## config.mk

```make
export PLATFORM = sky130hd
export DESIGN_NAME = timer_dev
export DESIGN_NICKNAME = d
export VERILOG_FILES = /design/src/rtl/timer_pkg.sv /design/src/rtl/timer_prescaler.sv /design/src/rtl/timer_dev.sv
export SDC_FILE = /design/constraint.sdc
export NUM_CORES = 1
export LEC_CHECK = 0
export BUFFER_PORTS_ARGS = -buffer_cell sky130_fd_sc_hd__buf_2
export CORE_UTILIZATION = 27
export DETAILED_ROUTE_END_ITERATION = 12
export PLACE_DENSITY = 0.46
export SYNTH_ARGS = -nofsm -noshare
export SYNTH_HDL_FRONTEND = slang
export SYNTH_SLANG_ARGS = --single-unit
```

## constraint.sdc

```tcl
create_clock -name clk -period 2.5 [get_ports clk]
set_input_delay 0.5 -clock clk [delete_from_list [all_inputs] [get_ports clk]]
set_output_delay 0.5 -clock clk [all_outputs]
set_load 0.01 [all_outputs]
```

## src/rtl/timer_pkg.sv

```systemverilog
// Shared definitions for the memory-mapped countdown timer: FSM states, register map, CTRL fields.
// TIMER_PRESCALE_EN widens the writable CTRL field set to include the PS prescale value.
package timer_pkg;

    typedef enum logic [1:0] {
        IDLE = 2'd0,
        LOAD = 2'd1,
        CNT  = 2'd2,
        INT  = 2'd3
    } state_e;

    localparam logic [1:0] OFF_CTRL   = 2'd0;
    localparam logic [1:0] OFF_PRESET = 2'd1;
    localparam logic [1:0] OFF_COUNT  = 2'd2;

    localparam int CTRL_EN       = 0;
    localparam int CTRL_MODE_LSB = 1;
    localparam int CTRL_IM       = 3;
    localparam int CTRL_PS_LSB   = 4;

    localparam logic [1:0] MODE_ONESHOT = 2'b00;
    localparam logic [1:0] MODE_RELOAD  = 2'b01;

`ifdef TIMER_PRESCALE_EN
    localparam logic [7:0] CTRL_WMASK = 8'hFF;
`else
    localparam logic [7:0] CTRL_WMASK = 8'h0F;
`endif

endpackage

```

## src/rtl/timer_prescaler.sv

```systemverilog
// Tick generator for the timer: tick_o is high on cycles where the prescale count equals PS.
// Present only when TIMER_PRESCALE_EN is defined.
`ifdef TIMER_PRESCALE_EN
module timer_prescaler (
    input  logic       clk,
    input  logic       rst,
    input  logic       clr_i,
    input  logic       en_i,
    input  logic [3:0] ps_i,
    output logic       tick_o
);

    logic [3:0] psc_q, psc_d;

    assign tick_o = (psc_q == ps_i);

    always_comb begin
        psc_d = psc_q;
        if (clr_i) begin
            psc_d = 4'd0;
        end else if (en_i) begin
            psc_d = tick_o ? 4'd0 : psc_q + 4'd1;
        end
    end

    always_ff @(posedge clk or posedge rst) begin
        if (rst) begin
            psc_q <= 4'd0;
        end else begin
            psc_q <= psc_d;
        end
    end

endmodule
`endif

```

## src/rtl/timer_dev.sv

```systemverilog
// Memory-mapped countdown timer (CTRL/PRESET/COUNT) with one-shot and auto-reload modes and masked irq.
// Optional TIMER_PRESCALE_EN adds a CTRL.PS prescaler; otherwise COUNT steps every CNT cycle.
module timer_dev
    import timer_pkg::*;
#(
    parameter int CNT_W = 32
) (
    input  logic        clk,
    input  logic        rst,
    input  logic        sel,
    input  logic [1:0]  addr,
    input  logic        we,
    input  logic [31:0] wd,
    output logic [31:0] rd,
    output logic        irq
);

    state_e             state_q, state_d;
    logic [7:0]         ctrl_q, ctrl_d;
    logic [CNT_W-1:0]   preset_q, preset_d;
    logic [CNT_W-1:0]   count_q, count_d;
    logic               flag_q, flag_d;

    logic               wr_ctrl, wr_preset;
    logic [7:0]         ctrl_wr;
    logic               en_eff;
    logic               tick;

    assign wr_ctrl   = sel && we && (addr == OFF_CTRL);
    assign wr_preset = sel && we && (addr == OFF_PRESET);
    assign ctrl_wr   = wd[7:0] & CTRL_WMASK;
    // A CTRL write acts on the FSM at the same edge it lands, so decisions use the incoming EN.
    assign en_eff    = wr_ctrl ? ctrl_wr[CTRL_EN] : ctrl_q[CTRL_EN];

`ifdef TIMER_PRESCALE_EN
    timer_prescaler u_prescaler (
        .clk    (clk),
        .rst    (rst),
        .clr_i  (state_q == LOAD),
        .en_i   (state_q == CNT),
        .ps_i   (ctrl_q[CTRL_PS_LSB +: 4]),
        .tick_o (tick)
    );
`else
    assign tick = 1'b1;
`endif

    always_comb begin
        state_d  = state_q;
        ctrl_d   = ctrl_q;
        preset_d = preset_q;
        count_d  = count_q;
        flag_d   = flag_q;

        if (wr_ctrl) begin
            ctrl_d = ctrl_wr;
            flag_d = 1'b0;
        end
        if (wr_preset) begin
            preset_d = wd[CNT_W-1:0];
        end

        case (state_q)
            IDLE: begin
                if (en_eff) state_d = LOAD;
            end
            LOAD: begin
                count_d = preset_q;
                state_d = CNT;
            end
            CNT: begin
                if (!en_eff) begin
                    state_d = IDLE;
                end else if (tick) begin
                    if (count_q > CNT_W'(1)) begin
                        count_d = count_q - CNT_W'(1);
                    end else begin
                        count_d = '0;
                        flag_d  = 1'b1;
                        state_d = INT;
                    end
                end
            end
            INT: begin
                if (ctrl_q[CTRL_MODE_LSB +: 2] == MODE_RELOAD) begin
                    flag_d  = 1'b0;
                    state_d = en_eff ? LOAD : IDLE;
                end else begin
                    // Bus write wins over the one-shot auto-clear of EN.
                    if (!wr_ctrl) ctrl_d[CTRL_EN] = 1'b0;
                    state_d = IDLE;
                end
            end
            default: state_d = IDLE;
        endcase
    end

    always_ff @(posedge clk or posedge rst) begin
        if (rst) begin
            state_q  <= IDLE;
            ctrl_q   <= 8'd0;
            preset_q <= '0;
            count_q  <= '0;
            flag_q   <= 1'b0;
        end else begin
            state_q  <= state_d;
            ctrl_q   <= ctrl_d;
            preset_q <= preset_d;
            count_q  <= count_d;
            flag_q   <= flag_d;
        end
    end

    always_comb begin
        rd = 32'd0;
        case (addr)
            OFF_CTRL:   rd[7:0]       = ctrl_q;
            OFF_PRESET: rd[CNT_W-1:0] = preset_q;
            OFF_COUNT:  rd[CNT_W-1:0] = count_q;
            default:    rd            = 32'd0;
        endcase
    end

    assign irq = ctrl_q[CTRL_IM] & flag_q;

endmodule

```

==> results of run 1 <==
==> layout make-up <==
class                   count  share of cell area
clock buffers              14              0.0499
inverters                  17              0.0112
repair buffers            124               0.149
multi-input cells         334               0.419
clock inverters             2              0.0106
flip-flops and latches     71               0.312
well taps                 216              0.0475
==> registers in the layout, indices dropped and copies added, names as in the netlist <==
signal / flops
count_q: 32
ctrl_q: 4
flag_q: 1
preset_q: 32
state_q: 2
==> synth_stat cells (all sizes together) (2+ instances only) <==
| cell type | n | area share |
|---|---|---|
| o31a | 4 | 0.0080 |
| o22ai | 6 | 0.0086 |
| a21oi | 4 | 0.0046 |
| and3 | 2 | 0.0029 |
| or4 | 10 | 0.020 |
| a31oi | 10 | 0.014 |
| nor4 | 7 | 0.015 |
| o41a | 5 | 0.013 |
| nor3 | 17 | 0.021 |
| buf | 7 | 0.010 |
| nor2 | 16 | 0.014 |
| or3 | 3 | 0.0043 |
| o31ai | 18 | 0.031 |
| nor2b | 26 | 0.037 |
| and2 | 3 | 0.0043 |
| ha | 6 | 0.017 |
| dfrtp | 71 | 0.41 |
| nor3b | 3 | 0.0051 |
| o2bb2ai | 3 | 0.0060 |
| inv | 17 | 0.015 |
| nand2b | 6 | 0.0086 |
| nand4 | 7 | 0.010 |
| nand3b | 2 | 0.0034 |
| o21ai | 8 | 0.0091 |
| a2bb2oi | 2 | 0.0040 |
| o41ai | 9 | 0.018 |
| clkbuf | 33 | 0.028 |
| a22o | 13 | 0.026 |
| a22oi | 30 | 0.051 |
| o221ai | 7 | 0.014 |
| a222oi | 4 | 0.0091 |
| nand3 | 18 | 0.021 |
| mux2 | 34 | 0.087 |
| nand2 | 43 | 0.037 |
==> per-layer routing <==
layer / vias up / part of all wire
met3: 18 / 0.037
li1: 1956 / -
met5: - / 0
met4: 0 / 0.016
met2: 95 / 0.48
met1: 2042 / 0.46
==> kinds of logic after synthesis <==
logic type,count (synthesis),share of synthesized area
mux,35,0.0898
compound gates,128,0.228
buf+inv,57,0.0532
flops,71,0.406
fa+ha+maj,6,0.0172
simple gates,165,0.206
==> stage by stage <==
stage	power, uW	hold WS (ns)
3_3_place_gp	4500	0.523
2_1_floorplan	3470	0.472
4_1_cts	6030	0.162
6_report	6000	0.155
5_1_grt	6450	0.179
3_5_place_dp	4520	0.525
==> worst min path at each step <==
| stage | depth (start not counted) | from | endpoint | slack (ns) |
|---|---|---|---|---|
| global route | 2 | rst | preset_q[4]$_DFFE_PP0P_ | 0.18 |
| CTS | 2 | rst | preset_q[4]$_DFFE_PP0P_ | 0.16 |
| finish | 2 | rst | preset_q[4]$_DFFE_PP0P_ | 0.16 |
| global placement | 1 | preset_q[30]$_DFFE_PP0P_ | preset_q[30]$_DFFE_PP0P_ | 0.52 |
| floorplan | 2 | preset_q[0]$_DFFE_PP0P_ | preset_q[0]$_DFFE_PP0P_ | 0.47 |
| detailed placement | 1 | preset_q[2]$_DFFE_PP0P_ | preset_q[2]$_DFFE_PP0P_ | 0.52 |
==> cells in the final DEF, fill, tap and decap left out, types with 13 or more instances in the layout <==
cell	instances
buf_4	43
nor3_1	16
mux2_2	34
buf_2	70
inv_1	16
a22o_1	13
nor2b_1	26
nand3_1	18
nor2_1	16
dfrtp_1	71
a22oi_1	30
nand2_1	43
o31ai_1	17
==> power breakdown <==
part	internal (uW)	switching, uW
combinational	1200	1380
clock	984	505
sequential	1550	390
==> what timing repair did <==
| item | CTS | global route |
|---|---|---|
| gates resized for setup | 0 | 10 |
| setup endpoints to repair | 0 | 23 |
| setup buffers | 0 | 2 |
==> impl_metrics.py, run 1 <==
metrics = {
    "cells_and_area": {
        "final_util": 0.359,
        "synthToLayoutAreaGrowth_pct": 30.0,
        "seq_area_um2": 1780,
        "diodes": 0,
        "layout-drive-gt1-share": 0.331,
        "layout.nets": 601,
        "postLayoutCellArea_um2": 5690,
        "multi_input_comb_area_um2": 2380,
        "stdcell_count": 778,
        "fillCellCount": 1632,
    },
    "cts": {
        "clock-sinks": 71,
        "numCtsBuffers": 9,
        "cts_tree": "built",
        "clkSlewWorstSetupHoldPaths_ns": 0.06,
        "htree_levels": 3,
        "hold_buffers": 0,
        "clk_latency_ns": 0.34,
        "clock_path_buffers": 2,
        "root_buffer": "clkbuf_16",
    },
    "drt": {
        "wirelength_um": 13700,
        "num_vias": 4111,
        "drc": 0,
        "via_per_inst": 5.28,
        "antenna_left": 0,
        "dr.pass1.iters": 5,
        "post_drt_wl_per_cell_um": 17.6,
        "drtIter0Drc": 290,
    },
    "floorplanning": {
        "initial_core_util": 0.277,
        "rows": 46,
        "dieArea_um2": 16700,
        "core_area_um2": 15800,
        "dieWidth_um": 129,
        "io_pins": 71,
        "fp.dieH_um": 129,
    },
    "placed_design": {
        "place_area_um2": 5300,
        "hpwl_um": 9550,
        "dp_slack_ns": 0.0439,
        "dp.cells": 760,
        "finalWeightedCongestion": 0.808,
        "port-buffer-count": 70,
    },
    "logic_synthesis": {
        "synth-edff-count": 0,
        "syn_area_per_cell_um2": 9.47,
        "yosysWarningCount": 0,
        "synthFlopType": "dfrtp_1",
        "synth_fp_nets": 506,
        "ys_seq_area_frac": 0.406,
        "synth-async-reset-ratio": 1.00,
        "postSynthCellCount": 462,
        "ys_seq_elements": 71,
        "synth_area_um2": 4380,
        "yosysUniqueCellTypes": 48,
    },
    "setup_path": {
        "path_delay_family": "simple AND/OR/NAND/NOR gates",
        "crit_path_end": "count_q[7]$_DFFE_PP0P_",
        "crit_fanout": 7,
        "timing.rr.start": "count_q[5]$_DFFE_PP0P_",
        "cpMostUsedCell": "or4_4",
        "cp_slowest_stage_delay_ns": 0.56,
        "r2r-end": "count_q[7]$_DFFE_PP0P_",
        "worstSetupPathType": "flip-flop to flip-flop",
        "reg2reg_slack_ns": 0.02,
        "arrival_ns": 2.68,
        "worstPathRequired_ns": 2.71,
        "worstSetupStartpointType": "flip-flop",
        "crit_path_start": "count_q[5]$_DFFE_PP0P_",
        "reg2reg_depth": 6,
        "critPathBufInv": 1,
        "path_cells": "or4_4, or4_4, or4_4, buf_4, a31oi_2, o22ai_1",
        "slowest_stage": "or4_4",
        "critPathCaptureType": "flip-flop",
        "cp_num_cells": 6,
    },
    "status": {
        "status": "finished, final reports clean",
    },
    "grt": {
        "grt_overflow": 0,
        "top_usage_layer": "met2",
        "grt_pass1_wl_um": 22500,
        "grt_pass1_vias": 4222,
        "antenna_found_initial": 0,
        "grt_usage": 0.175,
        "use_met3": 0.0405,
        "use_met2": 0.292,
        "grt_max_degree": 55,
        "grt_use_met1": 0.225,
    },
    "timing": {
        "grt_setup_unrepaired": "yes",
        "slew_headroom": 0.666,
        "slew_violations": 0,
        "setup_viol": 0,
        "final.setup.worst_slack_ns": 0.0249,
        "post-route-min-period_ns": 2.48,
        "hold_viol_final": 0,
        "finalSetupTns_ns": 0,
        "worst_slew_pin_slew_ns": 0.496,
        "max_freq_mhz": 404,
        "finClkSkew_ns": 0.00945,
        "timing.final.crit_share": 0.990,
    },
    "pwr": {
        "p_leak_uw": 0.00247,
        "peakVddDrop_v": 0.000474,
        "power_density_nw_per_um2": 1050,
    },
    "worst_hold_path": {
        "hold_path.class": "input port to asynchronous set/reset pin",
    },
    "job": {
        "max_cap_violations": 0,
    },
}
Note: power is estimated with default switching activity, not from simulation.
==> run 2, diff against run 1 <==
Settings changed: CTS_BUF_LIST from default to sky130_fd_sc_hd__clkbuf_16.
==> run 2 against run 1 <==
Net effect: the flow now finishes with violations (negative setup slack); sequential power about the same; critical path depth unchanged; first-iteration DRC count up 7.6%; combinational power about the same; utilization down 0.29 points; critical path type unchanged; critical endpoint unchanged; largest cell class unchanged.
==> impl_metrics.py, run 2 (same netlist as run 1, synthesis figures left out) <==
metrics = {
    "setup_path": {
        "path_delay_family": "simple AND/OR/NAND/NOR gates",
        "worstPathRequired_ns": 2.71,
        "worstSetupStartpointType": "flip-flop",
        "critPathBufInv": 1,
        "arrival_ns": 2.71,
        "cpMostUsedCell": "or4_4",
        "path_cells": "or4_4, or4_4, or4_4, buf_4, a31oi_1, o22ai_1",
        "slowest_stage": "or4_4",
        "critPathCaptureType": "flip-flop",
        "cp_slowest_stage_delay_ns": 0.55,
        "crit_fanout": 7,
        "worstSetupPathType": "flip-flop to flip-flop",
    },
    "drt": {
        "antenna_left": 0,
        "drtIter0Drc": 312,
        "via_per_inst": 5.30,
        "post_drt_wl_per_cell_um": 17.6,
        "wirelength_um": 13700,
        "drc": 0,
        "dr.pass1.iters": 5,
        "num_vias": 4121,
    },
    "pwr": {
        "p_leak_uw": 0.00245,
        "power.share.clock": 0.231,
        "power_density_nw_per_um2": 1040,
        "peakVddDrop_v": 0.000468,
        "p_int_uw": 3600,
        "comb_power_share": 0.438,
        "pwr-share-seq": 0.331,
        "p_sw_uw": 2270,
        "swShare": 0.387,
    },
    "timing": {
        "slew_headroom": 0.646,
        "final.setup.worst_slack_ns": -0.00801,
        "finClkSkew_ns": 0.00783,
        "hold_slack_ns": 0.154,
        "setup_viol": 1,
        "grt_setup_unrepaired": "yes",
        "hold_viol_final": 0,
        "slew_violations": 0,
        "worst_slew_pin_slew_ns": 0.526,
        "post-route-min-period_ns": 2.51,
        "timing.final.crit_share": 1.00,
        "max_freq_mhz": 399,
    },
    "worst_hold_path": {
        "hold_path.class": "input port to asynchronous set/reset pin",
    },
    "floorplanning": {
        "dieWidth_um": 129,
        "dieArea_um2": 16700,
        "initial_core_util": 0.277,
        "fp.dieH_um": 129,
        "core_area_um2": 15800,
        "io_pins": 71,
        "rows": 46,
    },
    "cells_and_area": {
        "synthToLayoutAreaGrowth_pct": 28.9,
        "final_common_cell": "dfrtp_1",
        "multi_input_comb_area_um2": 2380,
        "largestRegisters": "count_q (32), preset_q (32), ctrl_q (4)",
        "seq_area_um2": 1780,
        "fillCellCount": 1637,
        "stdcell_count": 778,
        "layout-drive-gt1-share": 0.322,
        "layout.nets": 601,
        "final_util": 0.357,
        "postLayoutCellArea_um2": 5640,
        "diodes": 0,
        "most-common-layout-cells": "dfrtp_1, buf_2, nand2_1, buf_4, mux2_2",
    },
    "grt": {
        "grt_use_met1": 0.225,
        "use_met2": 0.291,
        "grt_usage": 0.175,
        "antenna_found_initial": 0,
        "top_usage_layer": "met2",
        "use_met3": 0.0396,
        "grt_pass1_vias": 4214,
        "grt_pass1_wl_um": 22400,
        "grt_max_degree": 55,
        "grt_overflow": 0,
    },
    "placed_design": {
        "dp.cells": 760,
        "port-buffer-count": 70,
        "finalWeightedCongestion": 0.808,
        "hpwl_um": 9550,
        "place_area_um2": 5300,
        "dp_slack_ns": 0.0439,
    },
    "job": {
        "max_cap_violations": 0,
    },
    "cts": {
        "hold_buffers": 0,
        "htree_levels": 3,
        "cts_tree": "built",
        "root_buffer": "clkbuf_16",
        "clock-sinks": 71,
        "numCtsBuffers": 9,
        "clock_path_buffers": 2,
        "clkSlewWorstSetupHoldPaths_ns": 0.06,
        "clk_latency_ns": 0.34,
    },
    "status": {
        "violations": "negative setup slack",
        "status": "complete, but fails checks",
    },
}
==> run 2: final timing paths <==
path,startpoint,endpoint,slack (ns),depth (start not counted)
max reg2reg,count_q[5]$_DFFE_PP0P_,count_q[7]$_DFFE_PP0P_,-0.008,6
min,rst,preset_q[4]$_DFFE_PP0P_,0.15,2
min in group clk,wd[4],preset_q[4]$_DFFE_PP0P_,0.39,2
max,count_q[5]$_DFFE_PP0P_,count_q[7]$_DFFE_PP0P_,-0.008,6
min reg2reg,preset_q[2]$_DFFE_PP0P_,preset_q[2]$_DFFE_PP0P_,0.54,1
max in group asynchronous,rst,preset_q[29]$_DFFE_PP0P_,1.70,3
==> run 2: final cells by class <==
class	instances	area share
multi-input cells	334	0.422
inverters	17	0.0113
flip-flops and latches	71	0.315
clock buffers	9	0.0399
repair buffers	124	0.151
clock inverters	7	0.0140
well taps	216	0.0479
==> run 2: stage by stage <==
step / power [uW] / TNS, ns
floorplan: 3470 / 0
global placement: 4500 / 0
detailed placement: 4520 / 0
CTS: 5900 / 0
global route: 6300 / -0.261
finish: 5870 / -0.00801
==> run 2: worst reg2reg max path: stages (launching register included) <==
cell and delay, ns:
dfrtp_1 0.37, or4_4 0.56, or4_4 0.44, or4_4 0.51, buf_4 0.17, a31oi_1 0.20
o22ai_1 0.12
==> run 2: per-layer routing <==
| metal | share of wire | up-vias |
|---|---|---|
| met5 | 0 | - |
| met4 | 0.015 | 0 |
| met3 | 0.040 | 16 |
| met2 | 0.49 | 99 |
| met1 | 0.46 | 2046 |
| li1 | - | 1960 |
==> run 2: what timing repair did <==
item                                   in CTS  in global routing
setup buffers                               0                  2
endpoints found under the hold margin       0                  0
setup endpoints to repair                   0                 23
resized for setup                           0                  9
==> run 2: power by group through the flow <==
stage          clock network, uW  logic (uW)  registers (uW)
2_1_floorplan                  0        1590            1880
3_3_place_gp                   0        2550            1950
3_5_place_dp                   0        2570            1960
4_1_cts                     1390        2570            1940
5_1_grt                     1440        2860            2000
6_report                    1360        2570            1940
==> run 3, diff against run 2 <==
Settings changed: CELL_PAD_IN_SITES_DETAIL_PLACEMENT from default to 1, CELL_PAD_IN_SITES_GLOBAL_PLACEMENT from default to 1, PLACE_DENSITY 0.46 to 0.56, REMOVE_ABC_BUFFERS from default to 1, SETUP_SLACK_MARGIN from default to 0.2.
==> run 3 against run 2 <==
Net effect: global-route usage rose by 1.7 points; clock skew rose by 0.00070 ns; highest routed layer unchanged; clock power fell by 7%; design area rose by 5.4%; setup slack improved by 0.032 ns; clock-buffer cell count did not move; largest power group unchanged; the run now ends clean; critical endpoint is now count_q[28]$_DFFE_PP0P_; routed wire length rose by 13%; sequential power rose by 3%; worst hold slack improved by 0.088 ns; fmax rose by 1.3%.
==> impl_metrics.py, run 3 (same netlist as run 1, synthesis figures left out) <==
metrics = {
    "status": {
        "status": "finished, final reports clean",
    },
    "floorplanning": {
        "core_area_um2": 15800,
        "io_pins": 71,
        "fp.dieH_um": 129,
        "rows": 46,
        "dieArea_um2": 16700,
        "initial_core_util": 0.277,
        "dieWidth_um": 129,
    },
    "placed_design": {
        "port-buffer-count": 70,
        "hpwl_um": 10100,
        "place_area_um2": 5290,
        "finalWeightedCongestion": 0.771,
        "dp.cells": 758,
    },
    "drt": {
        "via_per_inst": 5.35,
        "drc": 0,
        "post_drt_wl_per_cell_um": 19.7,
        "wirelength_um": 15400,
        "antenna_left": 0,
        "drtIter0Drc": 178,
        "dr.pass1.iters": 4,
        "num_vias": 4183,
    },
    "setup_path": {
        "worstSetupStartpointType": "flip-flop",
        "arrival_ns": 2.70,
        "worstPathRequired_ns": 2.73,
        "path_cells": "or4_4, or4_4, or4_4, buf_4, a31oi_1, o22ai_1",
        "cpMostUsedCell": "or4_4",
        "critPathCaptureType": "flip-flop",
        "crit_fanout": 8,
        "cp_slowest_stage_delay_ns": 0.53,
        "slowest_stage": "or4_4",
        "worstSetupPathType": "flip-flop to flip-flop",
    },
    "cts": {
        "htree_levels": 3,
        "cts_tree": "built",
        "clkSlewWorstSetupHoldPaths_ns": 0.06,
        "root_buffer": "clkbuf_16",
        "clock_path_buffers": 2,
        "numCtsBuffers": 9,
        "hold_buffers": 0,
        "clock-sinks": 71,
        "clk_latency_ns": 0.35,
    },
    "cells_and_area": {
        "stdcell_count": 782,
        "fillCellCount": 1800,
        "multi_input_comb_area_um2": 2610,
        "diodes": 0,
        "postLayoutCellArea_um2": 5950,
        "final_common_cell": "dfrtp_1",
        "most-common-layout-cells": "dfrtp_1, buf_2, nand2_1, buf_4, mux2_2",
        "final_util": 0.376,
        "synthToLayoutAreaGrowth_pct": 35.9,
        "layout.nets": 605,
        "layout-drive-gt1-share": 0.380,
        "largestRegisters": "count_q (32), preset_q (32), ctrl_q (4)",
        "seq_area_um2": 1780,
    },
    "timing": {
        "setup_viol": 0,
        "max_freq_mhz": 404,
        "timing.final.crit_share": 0.990,
        "post-route-min-period_ns": 2.48,
        "grt_setup_unrepaired": "yes",
        "hold_viol_final": 0,
        "finClkSkew_ns": 0.00854,
        "slew_headroom": 0.684,
        "slew_violations": 0,
        "hold_slack_ns": 0.243,
        "worst_slew_pin_slew_ns": 0.470,
    },
    "worst_hold_path": {
        "hold_path.class": "input port to asynchronous set/reset pin",
    },
    "job": {
        "max_cap_violations": 0,
    },
    "pwr": {
        "p_leak_uw": 0.00253,
        "power_density_nw_per_um2": 1020,
        "peakVddDrop_v": 0.000382,
    },
    "grt": {
        "antenna_found_initial": 0,
        "grt_usage": 0.192,
        "grt_pass1_vias": 4502,
        "grt_pass1_wl_um": 24500,
        "grt_overflow": 0,
        "grt_max_degree": 72,
    },
}
==> run 3: metal layers <==
metal,vias up,GRT usage,share of wire
met5,-,0,0
met4,0,0.0713,0.015
met3,17,0.0289,0.048
met2,103,0.316,0.47
met1,2099,0.255,0.47
li1,1964,-,-
==> run 3: stage by stage <==
stage | power (uW) | TNS [ns] | setup WS, ns
after global placement | 4480 | 0 | 0.0655
after CTS | 5870 | 0 | 0.0576
after detailed placement | 4540 | 0 | 0.0370
final | 6050 | 0 | 0.0244
after global routing | 6480 | -0.515 | -0.0573
after floorplan | 3400 | -21.20 | -0.549
==> run 3: repair_timing <==
action,in CTS,in global routing
pin swaps,7,23
endpoints found under the setup margin,34,34
buffers inserted,3,1
gates cloned,1,3
gates resized for setup,10,46
endpoints found under the hold margin,0,0
==> run 3: layout make-up <==
type,count,share of cell area
multi-input combinational,334,0.438
clock buffer,9,0.0379
inverter,17,0.0107
sequential,71,0.299
timing repair buffer,128,0.159
tap,216,0.0454
clock inverter,7,0.00947
==> run 3: worst max-delay path, delay by kind of cell (launching register included) <==
family	cells	cell delay, ns
compound gates	2	0.29
flops	1	0.37
buf+inv	1	0.20
simple gates	3	1.49
==> run 3: where the power goes <==
part | switching (uW) | internal [uW]
Clock | 510 | 756
Combinational | 1510 | 1280
Sequential | 453 | 1550
Total | 2470 | 3580
==> run 3: final timing paths <==
| check | start | endpoint | slack, ns | cells after the start |
|---|---|---|---|---|
| worst min register to register | ctrl_q[3]$_DFFE_PP0P_ | ctrl_q[3]$_DFFE_PP0P_ | 0.53 | 1 |
| worst max register to register | count_q[5]$_DFFE_PP0P_ | count_q[28]$_DFFE_PP0P_ | 0.02 | 6 |
| min in group clk | wd[18] | preset_q[18]$_DFFE_PP0P_ | 0.38 | 2 |
| max in group asynchronous | rst | count_q[13]$_DFFE_PP0P_ | 1.93 | 3 |
| worst min-delay path | rst | preset_q[3]$_DFFE_PP0P_ | 0.24 | 3 |
| worst max-delay path | count_q[5]$_DFFE_PP0P_ | count_q[28]$_DFFE_PP0P_ | 0.02 | 6 |
